===== src/rtl/padovan_pkg.sv =====
// Shared widths, FSM encoding and recurrence seed for the Padovan term
// scheduler and its step engine.
package padovan_pkg;

   localparam int PADOVAN_W    = 16;
   localparam int PADOVAN_NW   = 16;
   localparam int PADOVAN_SEED = 1;

   typedef enum logic [1:0] {
      IDLE = 2'd0,
      RUN  = 2'd1,
      RESP = 2'd2
   } state_t;

endpackage


===== src/rtl/padovan_step_engine.sv =====
// Padovan recurrence engine: a=P(k), b=P(k-1), c=P(k-2), plus a sticky
// carry flag raised whenever a step's sum does not fit in W bits.
module padovan_step_engine
   import padovan_pkg::*;
#(
   parameter int W  = PADOVAN_W,
   parameter int NW = PADOVAN_NW
) (
   input  logic          clk,
   input  logic          rst,
   input  logic          load_i,
   input  logic          step_i,
   output logic [W-1:0]  a_o,
   output logic [NW-1:0] k_o,
   output logic          ovf_o
);

   logic [W-1:0]  a_q, a_d;
   logic [W-1:0]  b_q, b_d;
   logic [W-1:0]  c_q, c_d;
   logic [NW-1:0] k_q, k_d;
   logic          ovf_q, ovf_d;
   logic [W:0]    sum;

   assign sum = {1'b0, b_q} + {1'b0, c_q};

   always_comb begin
      a_d   = a_q;
      b_d   = b_q;
      c_d   = c_q;
      k_d   = k_q;
      ovf_d = ovf_q;
      if (load_i) begin
         a_d   = W'(PADOVAN_SEED);
         b_d   = W'(PADOVAN_SEED);
         c_d   = W'(PADOVAN_SEED);
         k_d   = NW'(2);
         ovf_d = 1'b0;
      end else if (step_i) begin
         a_d   = sum[W-1:0];
         b_d   = a_q;
         c_d   = b_q;
         k_d   = k_q + NW'(1);
         ovf_d = ovf_q | sum[W];
      end
   end

   always_ff @(posedge clk) begin
      if (!rst) begin
         a_q   <= '0;
         b_q   <= '0;
         c_q   <= '0;
         k_q   <= '0;
         ovf_q <= 1'b0;
      end else begin
         a_q   <= a_d;
         b_q   <= b_d;
         c_q   <= c_d;
         k_q   <= k_d;
         ovf_q <= ovf_d;
      end
   end

   assign a_o   = a_q;
   assign k_o   = k_q;
   assign ovf_o = ovf_q;

endmodule


===== src/rtl/padovan_term_scheduler.sv =====
// Round-robin scheduler sharing one Padovan engine among NREQ requesters.
// Define PADOVAN_SEQ_RESUME_EN to let a job continue from the last engine state.
module padovan_term_scheduler
   import padovan_pkg::*;
#(
   parameter int NREQ = 4,
   parameter int W    = PADOVAN_W,
   parameter int NW   = PADOVAN_NW,
   localparam int IDW = $clog2(NREQ)
) (
   input  logic              clk,
   input  logic              rst,
   input  logic [NREQ-1:0]   req_valid,
   input  logic [NREQ*NW-1:0] req_n,
   output logic [NREQ-1:0]   req_ready,
   output logic              resp_valid,
   output logic [IDW-1:0]    resp_id,
   output logic [W-1:0]      resp_data,
   output logic              resp_ovf,
   input  logic              resp_ready,
   output logic              busy
);

   state_t         state_q, state_d;
   logic [IDW-1:0] rr_q, rr_d;
   logic [IDW-1:0] id_q, id_d;
   logic [NW-1:0]  n_q, n_d;
`ifdef PADOVAN_SEQ_RESUME_EN
   logic           saved_q, saved_d;
`endif

   logic [NREQ-1:0] gnt;
   logic [IDW-1:0]  gnt_id;
   logic [NW-1:0]   gnt_n;
   logic            found;
   int              idx;

   logic            accept;
   logic            load;
   logic            step;
   logic [W-1:0]    eng_a;
   logic [NW-1:0]   eng_k;
   logic            eng_ovf;

   padovan_step_engine #(
      .W  (W),
      .NW (NW)
   ) u_engine (
      .clk    (clk),
      .rst    (rst),
      .load_i (load),
      .step_i (step),
      .a_o    (eng_a),
      .k_o    (eng_k),
      .ovf_o  (eng_ovf)
   );

   // first valid requester at or above the rr pointer, wrapping
   always_comb begin
      gnt    = '0;
      gnt_id = '0;
      gnt_n  = '0;
      found  = 1'b0;
      idx    = 0;
      for (int i = 0; i < NREQ; i++) begin
         idx = int'(rr_q) + i;
         if (idx >= NREQ) idx = idx - NREQ;
         if (!found && req_valid[idx]) begin
            found    = 1'b1;
            gnt[idx] = 1'b1;
            gnt_id   = IDW'(idx);
            gnt_n    = req_n[idx*NW +: NW];
         end
      end
   end

   assign req_ready = (state_q == IDLE) ? gnt : '0;
   assign accept    = |(req_valid & req_ready);

   always_comb begin
      state_d = state_q;
      rr_d    = rr_q;
      id_d    = id_q;
      n_d     = n_q;
      load    = 1'b0;
      step    = 1'b0;
`ifdef PADOVAN_SEQ_RESUME_EN
      saved_d = saved_q;
`endif
      unique case (state_q)
         IDLE: begin
            if (accept) begin
               n_d     = gnt_n;
               id_d    = gnt_id;
               rr_d    = (gnt_id == IDW'(NREQ-1)) ? '0 : gnt_id + IDW'(1);
               state_d = RUN;
`ifdef PADOVAN_SEQ_RESUME_EN
               load    = !(saved_q && (gnt_n >= eng_k));
`else
               load    = 1'b1;
`endif
            end
         end
         RUN: begin
            if (eng_k >= n_q) state_d = RESP;
            else              step    = 1'b1;
         end
         RESP: begin
            if (resp_ready) begin
               state_d = IDLE;
`ifdef PADOVAN_SEQ_RESUME_EN
               saved_d = !eng_ovf;
`endif
            end
         end
         default: state_d = IDLE;
      endcase
   end

   always_ff @(posedge clk) begin
      if (!rst) begin
         state_q <= IDLE;
         rr_q    <= '0;
         id_q    <= '0;
         n_q     <= '0;
`ifdef PADOVAN_SEQ_RESUME_EN
         saved_q <= 1'b0;
`endif
      end else begin
         state_q <= state_d;
         rr_q    <= rr_d;
         id_q    <= id_d;
         n_q     <= n_d;
`ifdef PADOVAN_SEQ_RESUME_EN
         saved_q <= saved_d;
`endif
      end
   end

   assign resp_valid = (state_q == RESP);
   assign resp_id    = resp_valid ? id_q : '0;
   assign resp_data  = resp_valid ? eng_a : '0;
   assign resp_ovf   = resp_valid ? eng_ovf : 1'b0;
   assign busy       = (state_q != IDLE);

endmodule


===== config.mk =====
export PLATFORM = sky130hd
export DESIGN_NAME = padovan_term_scheduler
export DESIGN_NICKNAME = d
export VERILOG_FILES = /design/src/rtl/padovan_pkg.sv /design/src/rtl/padovan_step_engine.sv /design/src/rtl/padovan_term_scheduler.sv
export SDC_FILE = /design/constraint.sdc
export NUM_CORES = 1
export LEC_CHECK = 0
export ABC_AREA = 1
export CAP_MARGIN = 20
export CORE_MARGIN = 2
export CORE_UTILIZATION = 61
export CTS_CLUSTER_DIAMETER = 40
export DETAILED_ROUTE_END_ITERATION = 8
export PLACE_DENSITY = 0.87
export SLEW_MARGIN = 20
export SYNTH_ARGS = -nofsm -noshare
export SYNTH_HDL_FRONTEND = slang
export SYNTH_SLANG_ARGS = --single-unit

===== constraint.sdc =====
create_clock -name clk -period 7.2 [get_ports clk]
set_clock_uncertainty 0.1 [all_clocks]
set_input_delay 2.16 -clock clk [delete_from_list [all_inputs] [get_ports clk]]
set_output_delay 2.16 -clock clk [all_outputs]
set_load 0.02 [all_outputs]

# Word-level counts from Yosys, hierarchy flattened
# Index checks and enable logic that the tools add are counted.
# Widths: inputs -> output; s select.
# op_classes
n_mux	60
n_eq_ne	6
multipliers	0
bitwise	6
n_lt_le_gt_ge	13
n_shift	4
div_mod_pow	0
addsub	10
reduce_logical	17
# op_table
cell	count
$shiftx 64x32->16	4
$ge 32x1->1 const B	4
$lt 32x4->1 const B	4
$mux 32	4
$mux 16	5
$mux 1	26
$mux 2	11
$mux 4	5
$add 16x16->17	1
$add 16x1->16 const B	1
$ge 16x16->1	1
$or 4x4->4	3
$sub 3x3->4 const B	3
$ge 3x3->1 const B	3
$bmux 1 s2	4
$demux 1 s2	4
$logic_and 1x1->1	7
$add 2x2->3 const B	2
$pmux 2 s3	1
$and 4x4->4	1
$eq 2x2->1 const B	2
$ne 2x2->1 const B	2
$reduce_bool 2->1	2
$reduce_or 4->1	1
other kinds (13)	15
# totals
regBits	87
ramBits	0
rom_bits	0
mem_count	0
latchBits	0
input_bits	71

# Logic depth before layout (Yosys ltp)
# logic_depth
depth_word	21
depth_mapped	18
ltp_nobuf	15

# By module
# Synthesis repeated with hierarchy kept, for this count alone.
# unflattened
cells_unflattened	1183
hier_area_um2	7050.5
# by_module_without_submodules
module	seq_area_each_um2	cells_each	n_inst	area_per_inst_um2
padovan_term_scheduler	440.4	670	1	3628.5
padovan_step_engine	1301.2	513	1	3422.0

# Worst setup path after synthesis
# Ideal clock, no wire load.
# synth_path
path_type	input -> output
startpoint	input port req_valid[3]
endpoint	output port req_ready[1]
required_ns	4.940
stages	10
slack_ns	1.833
n_path_buf	1
t_arrival_ns	3.107
cell_sequence	inv_1 nand2_1 nand3_2 nand2_2 nor2_1 buf_2 a21oi_1 nand3_1 nand2_1 inv_1
# synth_between
elab_chain_cells	14
elab_cells_between_ends	29
cone_classes	mux (20); bitwise (3); reduce/logical (6)
# synth_lines
element	line_no	source
from (decl)	padovan_term_scheduler.sv:13	input logic [NREQ-1:0] req_valid,
$bmux 1 s2	padovan_term_scheduler.sv:68	if (!found && req_valid[idx]) begin
$mux 1 (not written as such) (2 in series)	padovan_term_scheduler.sv:68	
$mux 1	padovan_term_scheduler.sv:68	
$logic_not 1->1	padovan_term_scheduler.sv:68	
$logic_and 1x1->1	padovan_term_scheduler.sv:68	
$mux 1	padovan_term_scheduler.sv:68	
$logic_not 1->1	padovan_term_scheduler.sv:68	
$logic_and 1x1->1	padovan_term_scheduler.sv:68	
$mux 1	padovan_term_scheduler.sv:68	
$logic_not 1->1	padovan_term_scheduler.sv:68	
$logic_and 1x1->1	padovan_term_scheduler.sv:68	
$mux 4 (*)	padovan_term_scheduler.sv:68	
$mux 4 (*)	padovan_term_scheduler.sv:77	assign req_ready = (state_q == IDLE) ? gnt : '0;
to (decl)	padovan_term_scheduler.sv:15	output logic [NREQ-1:0] req_ready,
# Mark *: on every way between the ends. The rest lies on a longest branch, timed or not. The select of a mux whose other input is x is not followed.

# Final worst setup path
# layout_path
startpoint	input port req_valid[1]
endpoint	output port req_ready[3]
# Same word-level chain as after synthesis.

==> flow_summary.ini <==
[critical_path]
critical_path_class = in -> out
timing.critical_path.to_type = output port
path_common_cell = nand2_1
path_cells = clkdlybuf4s50_1 -> nand2_1 -> nand2_1 -> nand2_2 -> nand2_2 -> nor2_1 -> a21oi_1 -> nand3_1 -> nand2_1 -> inv_1 -> clkdlybuf4s50_1
cp-start-kind = primary input
slowest_stage = clkdlybuf4s50_1
required_ns = 4.94
cp.buffers_inverters = 3
arrival_ns = 4.60
crit_family = simple AND/OR/NAND/NOR gates
cp_max_fo = 20
slowest_delay_ns = 0.60

[floorplanning]
core_region_area_sq_um = 11370
die-area_sq_um = 12440
placementRows = 39
die_width_um = 111.5
die_h_um = 111.5
design.portCount = 96
start_util = 0.6203

[synth]
synth_edf_count = 0
ys_ff_latch = 87
synth_async_sr_flop_share = 0
synth_area_per_cell_sq_um = 6.377
synthCells = 1106
synth_cell_types = 41
yosysSeqAreaShare = 0.2469
synth_top_flop_cell = dfxtp_1
netlist_area_sq_um = 7053
synth_nets = 1217
yosys_warnings = 0

[clock_network]
clock-root-buffer = clkbuf_16
clk_path_buf_depth = 2
post_cts_buffers = 0
clock_sinks = 87
postCtsHoldBufs = 0
h-tree-depth = 3
cts_tree = yes
worstSkewPairLatency_ns = 0.34
cts.clk_slew.worst_paths_ns = 0.06
cts_resized = 0
cts_buffers = 9

[power]
power_density_nw_per_um2 = 356.7
leakage_nw = 3.433
ir_drop_v = 0.0004356

[run]
maxCapViolations = 0

[sta]
fin_crit_sh = 0.9523
slew_violations = 0
fmax_mhz = 145.9
worst_slew_pin_slew_ns = 1.004
min_period_ns = 6.856
setup_tns_ns = 0
slew_headroom = 0.3309
hold_viol_final = 0
finalSetupViolCount = 0
rsz0062_at_grt = no

[global_route]
grtUsageMet3 = 0.04627
overflow = 0
grt_max_degree = 98
antenna_found_initial = 0
grt_usage = 0.2795
grt_pass1_wl_um = 29940
use_met1 = 0.3469
use_met2 = 0.4959
gr-max-usage-layer = met2
grt_pass1_vias = 6740

[finish]
seqCellArea_sq_um = 1745
syn_to_final_growth_pct = 16.89
fin_cells = 1305
n_fill_cell = 936
antenna_cells = 0
drive_gt1_frac = 0.07143
multi_input_area_sq_um = 4576
nNetsFinal = 1268

[routing]
vias = 7342
avgViaCountPerCell = 5.626
avgRoutedWirePerCell_um = 13.28
drtAntennaViolNets = 0
drt_wl_total_um = 17330
first_iter_violations = 487
drc_errors = 0
first_pass_iters = 5

[placed_design]
place.detailed.hpwl_um = 11960
dp.cells = 1289
gp_congestion = 0.8765
io_buffers = 95

[min_path]
hold_class = reg -> reg

[run_status]
status = completed
==> kinds of logic after synthesis <==
family	Yosys count	share of synthesized area
xor+xnor	21	0.02608
simple gates	526	0.3128
compound gates	230	0.1996
mux	27	0.03832
buf+inv	175	0.1043
fa+ha+maj	40	0.07202
flops	87	0.2469
==> area by class of cell <==
| cell class | instances | area share |
|---|---|---|
| tap | 143 | 0.02170 |
| clock inverter | 6 | 0.01017 |
| sequential | 87 | 0.2117 |
| timing repair buffer | 103 | 0.1226 |
| inverter | 112 | 0.05099 |
| clock buffer | 10 | 0.02777 |
| multi-input combinational | 844 | 0.5550 |
==> stage by stage <==
stage | setup WS, ns | utilization | hold slack (ns) | total power [mW] | area [sq um]
6_report | 0.3438 | 0.7251 | 0.3756 | 2.940 | 8244
5_1_grt | 0.09245 | 0.7251 | 0.3901 | 3.216 | 8244
4_1_cts | 0.3779 | 0.7251 | 0.3767 | 2.928 | 8244
3_5_place_dp | 0.3892 | 0.6976 | 0.3645 | 2.427 | 7931
3_3_place_gp | 0.4281 | 0.6976 | 0.3524 | 2.386 | 7931
2_1_floorplan | 1.833 | - | 0.3402 | 2.098 | 7053
==> Yosys cell counts, drive strengths merged (2+ instances only) <==
| cell type | count | area, sq um |
|---|---|---|
| a21boi | 5 | 37.54 |
| a21o | 3 | 22.52 |
| a21oi | 73 | 508.0 |
| a31oi | 2 | 12.51 |
| buf | 24 | 168.9 |
| clkbuf | 39 | 146.4 |
| dfxtp | 87 | 1742 |
| ha | 39 | 488.0 |
| inv | 112 | 420.4 |
| mux2i | 27 | 270.3 |
| nand2 | 283 | 1090 |
| nand3 | 65 | 330.3 |
| nand3b | 2 | 15.01 |
| nand4 | 20 | 125.1 |
| nor2 | 139 | 545.5 |
| nor3 | 13 | 75.07 |
| o2111ai | 16 | 140.1 |
| o21ai | 111 | 555.5 |
| o22ai | 16 | 100.1 |
| or2 | 3 | 18.77 |
| xnor2 | 8 | 70.07 |
| xor2 | 13 | 113.9 |
==> state kept, by name (all words and copies together) (netlist names), named ones only <==
signal	count
u_engine.c_q	16
u_engine.a_o	16
u_engine.ovf_o	1
u_engine.k_o	16
id_q	2
state_q	2
rr_q	1
u_engine.b_q	16
n_q	16
==> worst reg2reg max path: stages, from the launching register on <==
cell and delay (ns):
dfxtp_1 0.30, buf_4 0.22, inv_2 0.52, ha_1 0.40, inv_1 0.07, buf_4 0.47, nand3_1 0.14, nand2_1 0.18
nor2_8 0.07, nand3_1 0.12, nand3_1 0.11, nand3_1 0.10, nand2_2 0.09, nor2_4 0.46, nand2_4 0.62, o21ai_0 0.36
==> placed cells by master (no fill, tap or decap), types with 3 or more instances in the layout <==
cell type,instances
nor3_1,11
a21o_1,3
nand3_1,64
o21ai_0,110
xnor2_1,8
mux2i_1,27
clkdlybuf4s50_1,95
inv_1,106
buf_4,8
dfxtp_1,86
or2_2,3
o22ai_1,16
nand4_1,20
o2111ai_1,16
a21boi_0,4
a21oi_1,35
xor2_1,13
nand2_2,5
a21oi_2,38
clkinv_2,3
ha_1,39
inv_2,6
clkbuf_16,9
nand2_1,276
nor2_1,137
==> worst paths after layout <==
check,start,endpoint,slack [ns],cells after the start
worst max-delay path,req_valid[1],req_ready[3],0.34,11
worst min-delay path,u_engine.c_q[15],u_engine.c_q[15],0.38,2
worst max register to register,rr_q[1],id_q[0],2.79,15
worst min register to register,u_engine.c_q[15],u_engine.c_q[15],0.38,2
==> power breakdown <==
group / switching (mW) / internal [mW]
Sequential: 0.0421 / 0.567
Combinational: 1.25 / 0.582
Clock: 0.193 / 0.303
Total: 1.49 / 1.45
==> metal layers <==
layer,wire [um],share of wire,up-vias
met3,1044,0.060,23
met2,8481,0.49,251
met4,235,0.014,0
met1,7569,0.44,3323
met5,0,0,-
li1,-,-,3745
(Power assumes the default switching activity.)
